File: src/rtl/uart_rx_frame.sv
// 8N1 serial receiver: synchronised input, start-bit validation, 3-sample
// majority vote at each bit centre, framing-error strobe, no data on bad frames.
module uart_rx_frame #(
  parameter int unsigned BPS_PARAM = 434
) (
  input  logic       clk,
  input  logic       rst_n,
  input  logic       ttl_rx,
  output logic [7:0] rx_data,
  output logic       rx_valid,
  output logic       rx_frame_err,
  output logic       rx_busy
);

  localparam int unsigned HALF     = BPS_PARAM / 2;
  localparam logic [15:0] BPS_LAST = 16'(BPS_PARAM - 1);
  localparam logic [15:0] SAMP0    = 16'(HALF - 1);
  localparam logic [15:0] SAMP1    = 16'(HALF);
  localparam logic [15:0] SAMP2    = 16'(HALF + 1);

  typedef enum logic [2:0] {
    IDLE,
    START,
    DATA,
    STOP,
    WAIT_HIGH
  } state_t;

  state_t      state;
  logic        rx_m;
  logic        rx_s;
  logic        rx_d;
  logic [1:0]  fill;
  logic        armed;
  logic [15:0] cnt;
  logic [2:0]  idx;
  logic [7:0]  shreg;
  logic        samp0;
  logic        samp1;
  logic        fall;
  logic        decide;
  logic        bit_val;

  // Edges are only honoured once rx_s has carried a real high level since
  // reset, so a line already held low at reset release never looks like a start.
  always_ff @(posedge clk or negedge rst_n) begin
    if (!rst_n) begin
      rx_m  <= 1'b1;
      rx_s  <= 1'b1;
      rx_d  <= 1'b1;
      fill  <= '0;
      armed <= 1'b0;
    end else begin
      rx_m <= ttl_rx;
      rx_s <= rx_m;
      rx_d <= rx_s;
      if (fill != 2'd2) fill <= fill + 2'd1;
      if (fill == 2'd2 && rx_s) armed <= 1'b1;
    end
  end

  assign fall    = armed && rx_d && !rx_s;
  assign decide  = (cnt == SAMP2);
  assign bit_val = (samp0 & samp1) | (samp0 & rx_s) | (samp1 & rx_s);
  assign rx_busy = (state != IDLE);

  always_ff @(posedge clk or negedge rst_n) begin
    if (!rst_n) begin
      state        <= IDLE;
      cnt          <= '0;
      idx          <= '0;
      shreg        <= '0;
      samp0        <= 1'b1;
      samp1        <= 1'b1;
      rx_data      <= '0;
      rx_valid     <= 1'b0;
      rx_frame_err <= 1'b0;
    end else begin
      rx_valid     <= 1'b0;
      rx_frame_err <= 1'b0;

      // Timer is held at zero while idle so START is always entered with cnt=0.
      if (state == IDLE || state == WAIT_HIGH) cnt <= '0;
      else if (cnt == BPS_LAST)                cnt <= '0;
      else                                     cnt <= cnt + 16'd1;

      if (cnt == SAMP0) samp0 <= rx_s;
      if (cnt == SAMP1) samp1 <= rx_s;

      case (state)
        IDLE: begin
          if (fall) state <= START;
        end
        START: begin
          if (decide) begin
            if (bit_val) begin
              state <= IDLE;
            end else begin
              state <= DATA;
              idx   <= '0;
            end
          end
        end
        DATA: begin
          if (decide) begin
            shreg[idx] <= bit_val;
            if (idx == 3'd7) state <= STOP;
            else             idx   <= idx + 3'd1;
          end
        end
        STOP: begin
          if (decide) begin
            if (bit_val) begin
              rx_data  <= shreg;
              rx_valid <= 1'b1;
              state    <= IDLE;
            end else begin
              rx_frame_err <= 1'b1;
              state        <= WAIT_HIGH;
            end
          end
        end
        WAIT_HIGH: begin
          if (rx_s) state <= IDLE;
        end
        default: state <= IDLE;
      endcase
    end
  end

endmodule

File: config.mk
export PLATFORM = sky130hd
export DESIGN_NAME = uart_rx_frame
export DESIGN_NICKNAME = d
export VERILOG_FILES = /design/src/rtl/uart_rx_frame.sv
export SDC_FILE = /design/constraint.sdc
export NUM_CORES = 1
export LEC_CHECK = 0
export BUFFER_PORTS_ARGS = -buffer_cell sky130_fd_sc_hd__buf_2
export CORE_MARGIN = 10
export CORE_UTILIZATION = 59
export CTS_CLUSTER_DIAMETER = 150
export CTS_CLUSTER_SIZE = 28
export DETAILED_ROUTE_END_ITERATION = 10
export GPL_TIMING_DRIVEN = 0
export PLACE_DENSITY = 0.75
export SKIP_CTS_REPAIR_TIMING = 1
export SYNTH_ARGS = -nofsm -noshare
export SYNTH_HDL_FRONTEND = slang
export SYNTH_SLANG_ARGS = --single-unit
File: constraint.sdc
create_clock -name clk -period 3.2 [get_ports clk]
set_input_delay 0.48 -clock clk [delete_from_list [all_inputs] [get_ports clk]]
set_output_delay 0.48 -clock clk [all_outputs]
set_load 0.005 [all_outputs]
==> key figures, run 1 <==
Setup path
  – Kind of start point of the critical path: register
  – Endpoint class of the critical path: register
  – Slowest stage delay, CP: 620 ps
  – Crit-path cells: or4_4 -> nor4_1 -> clkbuf_1 -> nand3_1 -> mux2_2
  – Number of buffers and inverters on the critical path: 1
  – Standard cell with the maximum stage delay on the critical path: sky130_fd_sc_hd__nor4_1
  – Type of the worst setup path: reg -> reg
  – Worst endpoint data arrival time: 2850 ps
  – Data required, critical path: 3390 ps
  – Largest delay contributor family on the critical path: simple AND/OR/NAND/NOR gates
  – Worst-path fanout max: 10

GRT
  – Via count of the first global-routing pass: 1551
  – Number of antenna violations at the first check in global routing: 0
  – Total overflow reported by the global router: 0
  – Maximum number of pins on one net before global-route repair: 49
  – Wire length of the first global-routing pass: 7020 um
  – Overall global routing resource usage: 13.5%

Pwr
  – Cell-internal power: 0.963 mW
  – Clock network fraction of design power: 33.1%
  – Sequential group share of total power: 53.4%
  – Switching share of power: 26.9%
  – Switching power summed over all nets: 0.354 mW
  – Max VDD drop: 0.346 mV
  – Power density cells: 530 nW/um^2
  – Total leakage power: 1.12 nW
  – Part of the power in combinational logic: 13.5%

Logic synthesis
  – YS warnings: 0
  – Synth Net Count: 203
  – Mean instance size in the synthesized netlist: 11.6 um^2
  – Sequential fraction of the synthesis area: 53.7%
  – Number of unique standard cell types used by synthesis: 36
  – Synthesized netlist cell count: 193
  – Syn Std Cell Area: 2250 um^2
  – Register bit total from synthesis: 48

Die
  – Effective utilization at floorplan: 61.4%
  – Die H: 81.7 um
  – Core Area: 3660 um^2
  – Die Footprint: 6680 um^2
  – Rows: 22
  – Number of ports placed on the die boundary: 14
  – X dimension of the die: 81.7 um

Route
  – Total number of vias: 1482
  – Residual DRC count: 0
  – Met1 routed wirelength after detailed routing: 1610 um
  – Met2 Wirelength: 2020 um
  – Number of DRC markers in iteration 0: 100
  – Post-DRT Antenna Nets: 0
  – Total length of routed met3 wires: 178 um
  – Routed WL: 3890 um
  – Average vias per placed instance: 5.66
  – Detailed-router iteration count before antenna repair: 4
  – Top layer in use: met4
  – Routed wirelength normalized by instance count: 14.9 um

STA
  – Worst Skew: 5.17 ps
  – Slew Limit Fails: 0
  – Shortest clock period the worst path allows after layout: 2660 ps
  – Crit path setup slack, layout: 537 ps
  – Setup repair after global routing missed its margin: false
  – Endpoints failing hold: 0
  – Worst slew slack as a fraction of its limit: 32.8%
  – Slew @ Worst Pin: 1010 ps
  – Final setup viols: 0
  – Tightest hold margin: 274 ps
  – Tcrit/Tclk final: 83.2%
  – Highest attainable clock frequency: 375 MHz
  – Setup total negative slack: 0 ps

Place
  – Detailed Place HPWL: 2870 um
  – Post-placement worst setup slack: 556 ps
  – Count of placed standard cells including taps: 254
  – Routability cong.: 0.890
  – Count of buffers inserted at the top-level ports: 13

Clock network
  – # clock sinks: 48
  – CTS buffer count: 5
  – Clock transition time at the flip-flop clock pins of the worst setup and hold paths: 90 ps
  – Latest clock arrival within the worst-skew pair: 300 ps
  – Number of H-tree branching levels: 2
  – TritonCTS clock tree: yes
  – Clock tree root buffer cell: sky130_fd_sc_hd__clkbuf_8
  – Clk buf depth: 2

Hold path
  – Type of the worst min-delay path: in -> reg

Finish
  – Proportion of layout cells with a drive suffix above 1: 24.8%
  – Final net count: 223
  – Final standard cell count with taps included and fillers excluded: 262
  – Final core utilization: 67.9%
  – Most common cell after layout, fill and taps aside: sky130_fd_sc_hd__dfrtp_1
  – Number of antenna cells inserted: 0
  – Leading cell types in the layout, fill and taps excluded: sky130_fd_sc_hd__dfrtp_1, sky130_fd_sc_hd__nor2_1, sky130_fd_sc_hd__xnor2_1, sky130_fd_sc_hd__buf_2
  – Area growth, synth to finish: 10.7%
  – Number of inserted filler cells in the final layout: 267

Outcome
  – Status: complete, no violations

Job
  – Max_cap viols: 0
power groups by stage:
| stage | logic, mW | clock network [mW] | registers, mW |
|---|---|---|---|
| after floorplan | 0.139 | 0 | 0.702 |
| after global placement | 0.171 | 0 | 0.711 |
| after detailed placement | 0.179 | 0 | 0.715 |
| after CTS | 0.182 | 0.452 | 0.703 |
| after global routing | 0.214 | 0.483 | 0.711 |
| final | 0.178 | 0.436 | 0.703 |
cell type report:
type,instances,area (um^2),area share (%)
repair buffers,13,65.1,2.62
clock inverters,3,46.3,1.86
flip-flops and latches,48,1210,48.5
well taps,48,60.1,2.41
clock buffers,5,68.8,2.77
inverters,6,22.5,0.905
plain buffers,6,22.5,0.905
multi-input cells,133,995,40.0
cells in the mapped netlist (all sizes together):
library cell	n	area [um^2]
dfrtp	43	1080
nor2	22	82.6
mux2	19	244
xnor2	13	114
nand2	11	41.3
nand3	10	50.1
nor3	8	51.3
ha	7	87.6
clkbuf	6	22.5
inv	6	22.5
nand4	6	37.5
nor4	6	37.5
dfstp	5	131
or4	5	48.8
nand2b	3	18.8
a22o	2	17.5
nand4b	2	17.5
o21ai	2	10.0
or4b	2	20.0
xor2	2	17.5
a211oi	1	7.51
a21o	1	7.51
a21oi	1	5.00
a311oi	1	8.76
a31o	1	8.76
maj3	1	10.0
nand4bb	1	11.3
nor2b	1	6.26
nor3b	1	7.51
o22ai	1	6.26
o31ai	1	7.51
or2	1	6.26
or3	1	6.26
sequential cells by signal, indices dropped and copies added (netlist names):
| register | cells |
|---|---|
| cnt | 16 |
| rx_data | 8 |
| shreg | 8 |
| idx | 3 |
| state | 3 |
| fill | 2 |
| armed | 1 |
| rx_d | 1 |
| rx_frame_err | 1 |
| rx_m | 1 |
| rx_s | 1 |
| rx_valid | 1 |
| samp0 | 1 |
| samp1 | 1 |
routing by layer:
metal | up-vias | global-route usage [%]
li1 | 723 | -
met5 | - | 0
met3 | 7 | 3.93
met2 | 22 | 24.4
met4 | 0 | 5.61
met1 | 730 | 14.5
cells by family (layout without fill, tap and decap cells):
| group | Yosys count | after routing | synth area share (%) |
|---|---|---|---|
| buffers and inverters | 12 | 33 | 2.00 |
| xor gates and xnor gates | 15 | 15 | 5.85 |
| DFF | 48 | 48 | 53.7 |
| and+or+nand+nor | 80 | 80 | 19.7 |
| AOI/OAI and AO/OA | 11 | 11 | 3.51 |
| muxes | 19 | 19 | 10.9 |
| adders and majority gates | 8 | 8 | 4.34 |
worst paths after layout:
kind                                  start                   end  slack (ps)  cells past startpoint
setup / recovery           cnt[9]$_DFF_PN0_    idx[0]$_DFFE_PN0P_         540                      5
hold / removal                       ttl_rx        rx_m$_DFF_PN1_         270                      1
min in group asynchronous             rst_n  shreg[6]$_DFFE_PN0P_         350                      1
setup reg to reg           cnt[9]$_DFF_PN0_    idx[0]$_DFFE_PN0P_         540                      5
max in group asynchronous             rst_n      cnt[4]$_DFF_PN0_        2230                      1
hold reg to reg              rx_m$_DFF_PN1_        rx_s$_DFF_PN1_         370                      0
per-stage QoR:
step / cell area [um^2] / power (mW)
final: 2490 / 1.32
after global routing: 2490 / 1.41
after CTS: 2490 / 1.34
after detailed placement: 2370 / 0.894
after global placement: 2370 / 0.882
after floorplan: 2250 / 0.841
No activity file was read; power rests on OpenSTA's default activity.
==> run 2, diff against run 1 <==
Settings changed: ABC_AREA set to 1, CORE_UTILIZATION 59 to 60, PLACE_DENSITY 0.75 to 0.76.
Clock period 3.2 ns to 2.5 ns, I/O delays scaled along.
==> key figures, run 2 <==
Logic synthesis
  – Area leader, netlist: sky130_fd_sc_hd__dfrtp_1
  – Number of unique standard cell types used by synthesis: 28
  – Count leader, synth: sky130_fd_sc_hd__nand2_1
  – Fraction of synthesized cell area in xor and xnor cells: 1.77%
  – List of most frequent post-synthesis cells: sky130_fd_sc_hd__nand2_1, sky130_fd_sc_hd__nor2_1, sky130_fd_sc_hd__dfrtp_1
  – Number of enable flip-flop cells after synthesis: 0
  – YS warnings: 0
  – Post-synthesis compound-gate area fraction: 2.03%
  – Share of synthesized cell area in and, or, nand and nor gates: 38.4%
  – Biggest area contributors in the synthesized netlist: sky130_fd_sc_hd__dfrtp_1, sky130_fd_sc_hd__nand2_1, sky130_fd_sc_hd__nor2_1
  – Dominant combinational cell family by area after synthesis: simple AND/OR/NAND/NOR gates
  – Share of synthesized flip-flops with an asynchronous set or reset: 100%
  – Syn Std Cell Area: 2470 um^2
  – Most common flop cell mapped by yosys: sky130_fd_sc_hd__dfrtp_1
  – Register bit total from synthesis: 48
  – Proportion of netlist area held by the largest area contributor: 43.6%
  – Synthesized netlist cell count: 315
  – Sequential fraction of the synthesis area: 48.9%
  – Mux cell area share after synthesis: 0%
  – Mean instance size in the synthesized netlist: 7.84 um^2
  – Adder-cell share of the synthesized area: 3.55%
  – Synth Net Count: 325

STA
  – Endpoints failing hold: 0
  – Tcrit/Tclk final: 70.6%
  – Final setup viols: 0
  – Highest attainable clock frequency: 567 MHz
  – Shortest clock period the worst path allows after layout: 1770 ps
  – Crit path setup slack, layout: 735 ps
  – Slew @ Worst Pin: 1010 ps
  – Worst slew slack as a fraction of its limit: 32.9%
  – Setup repair after global routing missed its margin: false
  – Setup total negative slack: 0 ps
  – Tightest hold margin: 174 ps
  – Worst Skew: 8.86 ps
  – Slew Limit Fails: 0

Die
  – X dimension of the die: 84.2 um
  – Effective utilization at floorplan: 61.7%
  – Number of ports placed on the die boundary: 14
  – Die H: 84.2 um
  – Die Footprint: 7080 um^2
  – Rows: 23
  – Core Area: 4000 um^2

Setup path
  – Endpoint class of the critical path: register
  – Worst-path fanout max: 10
  – Data required, critical path: 2710 ps
  – Most common cell type on the critical path: sky130_fd_sc_hd__nand2_1
  – Type of the worst setup path: reg -> reg
  – Slowest stage delay, CP: 460 ps
  – Number of buffers and inverters on the critical path: 2
  – Kind of start point of the critical path: register
  – Worst endpoint data arrival time: 1970 ps
  – Largest delay contributor family on the critical path: simple AND/OR/NAND/NOR gates
  – Standard cell with the maximum stage delay on the critical path: sky130_fd_sc_hd__dfrtp_1
  – Crit-path cells: inv_1 -> ha_1 -> nand3_1 -> nor2_8 -> nand2_4 -> clkinv_2 -> nand2_2 -> nand2_1 -> nand2_1

Clock network
  – Clock tree root buffer cell: sky130_fd_sc_hd__clkbuf_8
  – # clock sinks: 48
  – CTS buffer count: 5
  – TritonCTS clock tree: yes
  – Clk buf depth: 2
  – Clock transition time at the flip-flop clock pins of the worst setup and hold paths: 90 ps
  – Latest clock arrival within the worst-skew pair: 300 ps
  – Number of H-tree branching levels: 2

Finish
  – Final core utilization: 68.0%
  – Most common cell after layout, fill and taps aside: sky130_fd_sc_hd__nand2_1
  – Leading cell types in the layout, fill and taps excluded: sky130_fd_sc_hd__nand2_1, sky130_fd_sc_hd__nor2_1, sky130_fd_sc_hd__dfrtp_1
  – Top flop regs: cnt: 16 flops, rx_data: 8 flops, shreg: 8 flops
  – Final net count: 345
  – Flip-flop count of the largest register, all copies and words added: 16
  – Area growth, synth to finish: 10.1%
  – Number of antenna cells inserted: 0
  – Register ranked first by flip-flop count: cnt
  – Proportion of layout cells with a drive suffix above 1: 12.2%

Place
  – Count of buffers inserted at the top-level ports: 13
  – Post-placement worst setup slack: 738 ps
  – Detailed Place HPWL: 3510 um
  – Routability cong.: 0.919

Route
  – Average vias per placed instance: 5.31
  – Number of DRC markers in iteration 0: 124
  – Routed WL: 4870 um
  – Total number of vias: 2050
  – Routed wirelength normalized by instance count: 12.6 um
  – Post-DRT Antenna Nets: 0
  – Residual DRC count: 0
  – Detailed-router iteration count before antenna repair: 4

Pwr
  – Total leakage power: 1.40 nW
  – Max VDD drop: 0.455 mV
  – Power density cells: 694 nW/um^2
  – Total design power: 1.89 mW

GRT
  – Number of antenna violations at the first check in global routing: 0
  – Overall global routing resource usage: 14.3%
  – Wire length of the first global-routing pass: 8560 um
  – Total overflow reported by the global router: 0
  – Maximum number of pins on one net before global-route repair: 49
  – Via count of the first global-routing pass: 1870

Job
  – Max_cap viols: 0

Hold path
  – Type of the worst min-delay path: in -> reg

Outcome
  – Status: complete, no violations
## run 2: cell families (layout without fill, tap and decap cells)
family,after synthesis,count (layout)
and+or+nand+nor,214,214
DFF,48,48
buffers and inverters,32,53
AOI/OAI and AO/OA,9,9
adders and majority gates,7,7
xor gates and xnor gates,5,5
## run 2: metrics by stage
| step | instance area [um^2] | std cells |
|---|---|---|
| after floorplan | 2470 | 315 |
| after global routing | 2720 | 386 |
| after global placement | 2600 | 378 |
| after CTS | 2720 | 386 |
| after detailed placement | 2600 | 378 |
| final | 2720 | 386 |
## run 2: final timing paths
path,from,endpoint,slack [ps],cells past startpoint
worst max register to register,cnt[0]$_DFF_PN0_,rx_data[3]$_DFFE_PN0P_,730,9
worst max-delay path,cnt[0]$_DFF_PN0_,rx_data[3]$_DFFE_PN0P_,730,9
max in group asynchronous,rst_n,cnt[13]$_DFF_PN0_,1640,1
worst min register to register,rx_m$_DFF_PN1_,rx_s$_DFF_PN1_,360,0
min in group asynchronous,rst_n,fill[0]$_DFFE_PN0P_,230,1
worst min-delay path,ttl_rx,rx_m$_DFF_PN1_,170,1
## run 2: final cells by class
cell class,count,area (um^2)
inverters,29,110
repair buffers,13,65.1
plain buffers,3,21.3
multi-input cells,235,1130
clock inverters,2,38.8
flip-flops and latches,48,1210
fillers,326,1280
clock buffers,6,82.6
well taps,50,62.6
## run 2: metal layers
metal	vias up	global-route usage (%)	share of wire, %
met3	4	4.06	6.1
met2	45	19.4	41
li1	1053	-	-
met5	-	0	0
met4	0	5.94	0.90
met1	948	20.7	52
## run 2: power by group
part	internal (mW)	switching [mW]	total (mW)
clock network	0.327	0.260	0.587
registers	0.828	0.0628	0.891
logic	0.117	0.291	0.408
total	1.27	0.614	1.89
## run 2: worst register-to-register path, delay by kind of cell, from the launching register on
kind	cells	cell delay, ps
adder cells (fa/ha/maj)	1	150
flip-flops	1	460
buffers and inverters	2	270
AND/OR/NAND/NOR	6	800
